$ cat config.mk
export PLATFORM = sky130hd
export DESIGN_NAME = fifo_wr_arbiter
export DESIGN_NICKNAME = d
export VERILOG_FILES = /design/src/rtl/fifo_wr_arbiter.sv
export SDC_FILE = /design/constraint.sdc
export NUM_CORES = 1
export LEC_CHECK = 0
export CAP_MARGIN = 20
export CELL_PAD_IN_SITES_DETAIL_PLACEMENT = 1
export CELL_PAD_IN_SITES_GLOBAL_PLACEMENT = 2
export CORE_ASPECT_RATIO = 1.2
export CORE_UTILIZATION = 14
export DETAILED_ROUTE_END_ITERATION = 10
export GPL_TIMING_DRIVEN = 1
export PLACE_DENSITY = 0.92
export SYNTH_ARGS = -nofsm -noshare
export SYNTH_HDL_FRONTEND = slang
export SYNTH_SLANG_ARGS = --single-unit
$ cat constraint.sdc
create_clock -name w_clk -period 2.2 [get_ports w_clk]
set_input_delay 0.55 -clock w_clk [delete_from_list [all_inputs] [get_ports w_clk]]
set_output_delay 0.55 -clock w_clk [all_outputs]
set_load 0.05 [all_outputs]
$ cat src/rtl/fifo_wr_arbiter.sv
// Round-robin, burst-locking arbiter sharing the async FIFO write port between NUM_REQ producers.
// A grant lasts up to BURST_LEN words; one idle arbitration cycle separates consecutive bursts.
module fifo_wr_arbiter #(
    parameter  int NUM_REQ    = 4,
    parameter  int DATA_WIDTH = 32,
    parameter  int BURST_LEN  = 8,
    localparam int OWNER_W    = $clog2(NUM_REQ),
    localparam int CNT_W      = $clog2(BURST_LEN + 1)
) (
    input  logic                          w_clk,
    input  logic                          wrst,
    input  logic [NUM_REQ-1:0]            req,
    input  logic [NUM_REQ*DATA_WIDTH-1:0] req_data,
    input  logic                          fifo_full,
    output logic [NUM_REQ-1:0]            ack,
    output logic                          wr_req,
    output logic [DATA_WIDTH-1:0]         data_out,
    output logic [OWNER_W-1:0]            owner,
    output logic                          busy
);

    typedef enum logic {
        IDLE  = 1'b0,
        BURST = 1'b1
    } state_t;

    state_t             state_q, state_d;
    logic [OWNER_W-1:0] owner_q, owner_d;
    logic [OWNER_W-1:0] last_q, last_d;
    logic [CNT_W-1:0]   beat_cnt_q, beat_cnt_d;

    logic               found;
    logic [OWNER_W-1:0] pick;
    logic [OWNER_W-1:0] cand;

    // Search starts just after the previous winner so every requester gets a turn.
    always_comb begin
        found = 1'b0;
        pick  = '0;
        cand  = '0;
        for (int k = 1; k <= NUM_REQ; k++) begin
            cand = OWNER_W'((int'(last_q) + k) % NUM_REQ);
            if (!found && req[cand]) begin
                found = 1'b1;
                pick  = cand;
            end
        end
    end

    assign busy     = (state_q == BURST);
    assign wr_req   = busy && req[owner_q] && !fifo_full;
    assign ack      = wr_req ? (NUM_REQ'(1) << owner_q) : '0;
    assign data_out = wr_req ? req_data[int'(owner_q)*DATA_WIDTH +: DATA_WIDTH] : '0;
    assign owner    = owner_q;

    always_comb begin
        state_d    = state_q;
        owner_d    = owner_q;
        last_d     = last_q;
        beat_cnt_d = beat_cnt_q;
        unique case (state_q)
            IDLE: begin
                if (found) begin
                    state_d    = BURST;
                    owner_d    = pick;
                    last_d     = pick;
                    beat_cnt_d = '0;
                end
            end
            BURST: begin
                if (wr_req) begin
                    if (beat_cnt_q == CNT_W'(BURST_LEN - 1)) begin
                        state_d = IDLE;
                    end else begin
                        beat_cnt_d = beat_cnt_q + 1'b1;
                    end
                end else if (!req[owner_q]) begin
                    state_d = IDLE;
                end
            end
            default: state_d = IDLE;
        endcase
    end

    // Reset leaves last at NUM_REQ-1 so requester 0 wins the first arbitration.
    always_ff @(posedge w_clk or posedge wrst) begin
        if (wrst) begin
            state_q    <= IDLE;
            owner_q    <= '0;
            last_q     <= OWNER_W'(NUM_REQ - 1);
            beat_cnt_q <= '0;
        end else begin
            state_q    <= state_d;
            owner_q    <= owner_d;
            last_q     <= last_d;
            beat_cnt_q <= beat_cnt_d;
        end
    end

endmodule

### Word level (Yosys, flattened, before mapping)

Cells that the tools add are included.

| operators by class | value |
|---|---|
| add/sub/neg operators | 5 |
| magnitude comparators | 5 |
| equal/unequal tests | 4 |
| shift-type cells | 2 |
| multiplexer cells | 29 |
| bitwise gates (word level) | 1 |
| reductions and logical operators | 11 |

Operator list:

| operator | count |
|---|---|
| 128-bit by 8-bit variable part select with 32-bit output | 1 |
| 32-bit 2-to-1 mux | 1 |
| 4-bit 2-to-1 mux | 4 |
| 2-bit by 3-bit less-than comparator with 1-bit output (second input constant) | 5 |
| 1-bit 2-to-1 mux | 13 |
| 1-bit binary-select mux with 2-bit select | 5 |
| 2-bit 2-to-1 mux | 4 |
| 4-bit one-hot mux with 2 select lines | 1 |
| 2-bit != test (second input constant) | 3 |
| 1-bit logical AND | 5 |
| 2-bit by 1-bit adder with 2-bit output (second input constant) | 2 |
| 2-bit adder (second input constant) | 2 |
| 4-bit by 1-bit adder with 4-bit output (second input constant) | 1 |
| 4-bit by 3-bit equality test with 1-bit output (second input constant) | 1 |
| 1-bit logical NOT | 4 |
| 1-bit by 2-bit << shifter with 4-bit output (first input constant) | 1 |
| 3-bit AND reduction | 1 |
| 1-bit one-hot mux with 2 select lines | 1 |
| 2-bit AND reduction | 1 |
| 1-bit NOT | 1 |

| word-level totals | value |
|---|---|
| bits in registers | 9 |
| input port bits | 135 |
| output and inout bits | 40 |
| logic and storage cells | 61 |

### Logic depth before layout (Yosys ltp)

| logic depth | value |
|---|---|
| depth in word-level cells | 15 |
| mapped depth | 6 |
| mapped depth without buffers | 5 |

### Least setup slack after synthesis

No wires, ideal clock.

| path | value |
|---|---|
| path kind | flip-flop to output port |
| from | reg owner_q[1] (netlist: owner[1]) |
| to | out ack[3] |
| arrival time | 2452 ps |
| data required time | 1650 ps |
| setup slack | -802 ps |
| cell stages (with the launch flop) | 4 |
| buffers on the path | 2 |
| path through | dfrtp_1 buf_2 buf_1 nor3b_1 |

| between the ends | value |
|---|---|
| cells in the longest elaborated chain, start to end | 5 |
| elaborated cells on any way between the ends | 6 |
| those cells by class | 1 x shift; 3 x mux; 2 x reduce/logical |

Ends and longest elaborated chain:

| what | line | RTL |
|---|---|---|
| start, declared | 28 | `logic [OWNER_W-1:0] owner_q, owner_d;` |
| start signal, assigned | 94 | `owner_q <= owner_d;` |
| 1-bit binary-select mux with 2-bit select | 51 | `assign wr_req = busy && req[owner_q] && !fifo_full;` |
| 1-bit 2-to-1 mux (not written as such) | 51 |  |
| 1-bit logical AND (2 in series) | 51 |  |
| 4-bit 2-to-1 mux (*) | 52 | `assign ack = wr_req ? (NUM_REQ'(1) << owner_q) : '0;` |
| end, declared | 15 | `output logic [NUM_REQ-1:0] ack,` |

Mark *: on every way between the ends. The rest lies on a longest branch, timed or not. The select of a mux whose other input is x is not followed.

### Final worst setup path

| path | value |
|---|---|
| from | reg owner_q[1] (netlist: owner[1]) |
| to | out data_out[31] |

| between the ends | value |
|---|---|
| cells in the longest elaborated chain, start to end | 5 |
| elaborated cells on any way between the ends | 6 |
| those cells by class | 1 x shift; 3 x mux; 2 x reduce/logical |

Ends and longest elaborated chain:

| what | line | RTL |
|---|---|---|
| parallel branches: the longest is 4 deep, another holds 128-bit by 8-bit variable part select with 32-bit output | n/a |  |
| 32-bit 2-to-1 mux (*) | 53 | `assign data_out = wr_req ? req_data[int'(owner_q)*DATA_WIDTH +: DATA_WIDTH] : '0;` |
| end, declared | 17 | `output logic [DATA_WIDTH-1:0] data_out,` |

Every way passes the cells marked *. The select of a mux whose other input is x is not followed.

==> metrics.cfg <==
[status]
status = complete, but fails checks
violations = DRC, setup timing

[worst_hold_path]
min_to = beat_cnt_q[0]
hp-class = reg -> reg
hold_depth = 1
min_from = beat_cnt_q[0]

[power]
p_leak_nw = 1.76
ir_drop_mv = 0.882
p_per_area_mw_per_mm2 = 1020
power_mw = 4.47

[yosys]
syn-cell-area_mm2 = 0.00154
synth_nets = 273
synth.area.top_cells = mux4_2 (47%), and2_1 (13%), dfrtp_1 (11%), dfstp_2 (3.4%), mux2i_1 (2.0%)
postSynthAreaPerCell_um2 = 11.2
syn_inst = 137
yosys_warnings = 0
synth-seq-cells = 9
yosysTopAreaCellShare = 0.469
synth-async-reset-ratio = 1.00
netlist_top_cells_count = and2_1 (32), mux4_2 (32), dfrtp_1 (7), nor2_1 (7)
ys_types = 31
synth_area_leader_cell = mux4_2
synth_enable_flop_cells = 0
synthFlopType = dfrtp_1
yosysSeqAreaShare = 0.148

[sta]
finalHoldViolCount = 0
rsz0062_at_grt = true
worst_pin_slew_ns = 0.570
slew_headroom = 0.616
finalWorstSetupSlack_ns = -0.204
fin_skew_ns = 0.000882
drv_slew = 0
finalCritPeriodShare = 1.09
min_period_ns = 2.40
setup_viol = 33
max_clock_freq_mhz = 416

[critical_path]
r2r_slack_ns = 0.31
cp_slowest_cell = dfrtp_2
path_cells = mux2_4, a2bb2oi_4, inv_4, buf_12, buf_16, and2_4, buf_12
path_delay_family = buffers and inverters
cp_num_buf_inv = 4
crit_path_frequent_cell = buf_12
rr_worst_depth = 7
r2r-start = owner[1]
cp-start-kind = flop
critPathMaxStageDelay_ns = 0.45
crit_fanout = 8
end_kind = primary output
arrival_ns = 1.85
path_class = reg -> out
cp.required_ns = 1.65
worstReg2RegEnd = beat_cnt_q[0]
crit_path_start = owner[1]

[floorplan]
rows = 41
die_y_um = 117
start_util = 0.145
die_x_um = 97.6
core_area_mm2 = 0.0106
ios = 175
dieArea_mm2 = 0.0114

[drt]
vias_per_cell = 4.46
drtIter0Drc = 73
drcViolationCount = 84
firstDrtPassIters = 7
dr_total_vias = 2083
routed_wl_mm = 8.94
drtAntennaViolNets = 0
wire_per_inst_um = 19.1

[clock_network]
ctsRootBufferMaster = clkbuf_16
clock_path_buffers = 2
cts_max_level = 1
clkSinkCount = 9
cts_tree = done
insertion_delay_ns = 0.23
path_clk_slew_ns = 0.04
postCtsHoldBufs = 0
cts_buffers = 3

[placement]
place.port_buffers = 174
dp_hpwl_mm = 7.10
globalplace.congestion = 0.777
placed_cells = 450
dp_slack_ns = -0.475

[grt]
grt_max_degree = 37
gr-total-overflow = 0
grtUsageTotal = 0.151
grt_pass1_vias = 2340
antenna_found_initial = 3
grt_first_pass_wirelength_mm = 13.0

[final_layout]
fill_cells = 1108
syn2layout_area_growth_pct = 184
final_core_util = 0.411
fin_nets = 474
layout-drive-gt1-share = 0.478
stdcell_count = 467

[flow_run]
drv_cap = 0

-- worst max path at each step --
stage / cells after the start / slack (ns) / endpoint
6_report: 7 / -0.20 / data_out[31]
5_1_grt: 8 / -0.24 / data_out[31]
4_1_cts: 7 / -0.21 / data_out[31]
3_5_place_dp: 8 / -0.47 / data_out[31]
3_3_place_gp: 8 / -0.46 / data_out[31]
2_1_floorplan: 6 / -0.06 / data_out[10]
-- power breakdown --
| part | total [mW] | internal, mW | switching (mW) | leakage, nW |
|---|---|---|---|---|
| logic | 3.79 | 2.13 | 1.66 | 1.62 |
| registers | 0.358 | 0.250 | 0.108 | 0.107 |
| clock network | 0.327 | 0.243 | 0.0840 | 0.0382 |
| total | 4.47 | 2.63 | 1.85 | 1.76 |
-- flip-flops by register name (all words and copies together) (netlist names) --
name	flops
last_q	2
busy	1
beat_cnt_q	4
owner	2
-- worst reg2reg max path, delay by kind of cell (launching register included) --
kind | cells | cell delay (ns)
muxes | 2 | 0.60
DFF | 1 | 0.45
AOI/OAI and AO/OA | 2 | 0.39
buffers and inverters | 3 | 0.36
-- through the flow --
| stage | TNS (ns) | hold slack, ns | cell area, µm² |
|---|---|---|---|
| global placement | -13.39 | 0.497 | 4050 |
| floorplan | -1.80 | 0.376 | 1620 |
| global route | -6.59 | 0.539 | 4370 |
| detailed placement | -14.45 | 0.529 | 4050 |
| finish | -4.64 | 0.527 | 4370 |
| CTS | -6.00 | 0.534 | 4380 |
-- layout by cell type, fill, tap and decap left out, types with 3 or more instances in the layout --
cell type,n
dlymetal6s2s_1,3
nor2_1,6
nand2_1,5
buf_6,3
mux4_2,32
a21oi_1,3
a21o_1,3
buf_12,45
inv_1,5
clkdlybuf4s50_1,126
dfrtp_2,3
nand3_1,3
dfrtp_1,4
buf_4,22
o21ai_0,6
clkbuf_16,3
and2_4,32
-- layer usage --
metal / wire, µm / GRT usage / up-vias / part of all wire
met5: 26 / 0 / - / 0.0029
met4: 89 / 0.0293 / 4 / 0.010
li1: - / - / 938 / -
met2: 4930 / 0.304 / 114 / 0.55
met3: 811 / 0.0395 / 13 / 0.091
met1: 3080 / 0.157 / 1014 / 0.34
-- cell families after synthesis --
kind of cell             count (synthesis)  share of synthesized area
AND/OR/NAND/NOR                         54                      0.209
multiplexers                            36                      0.496
AO/OA/AOI/OAI                           20                     0.0879
buffers and inverters                   17                     0.0505
flip-flops                               9                      0.148
adder cells (fa/ha/maj)                  1                    0.00814
-- layout make-up --
class,instances,area (µm²),area share
tap,129,161,0.0370
antenna,1,2.50,0.000573
clock buffer,4,78.8,0.0180
multi-input combinational,111,1370,0.314
timing repair buffer,207,2500,0.572
sequential,9,231,0.0530
inverter,6,25.0,0.00573
-- repair_timing --
item	4_1_cts	5_1_grt
resized for setup	52	8
setup buffers	9	3
cloned	3	0
pin swaps	5	5
endpoints found under the setup margin	37	34
(Power assumes the default switching activity.)
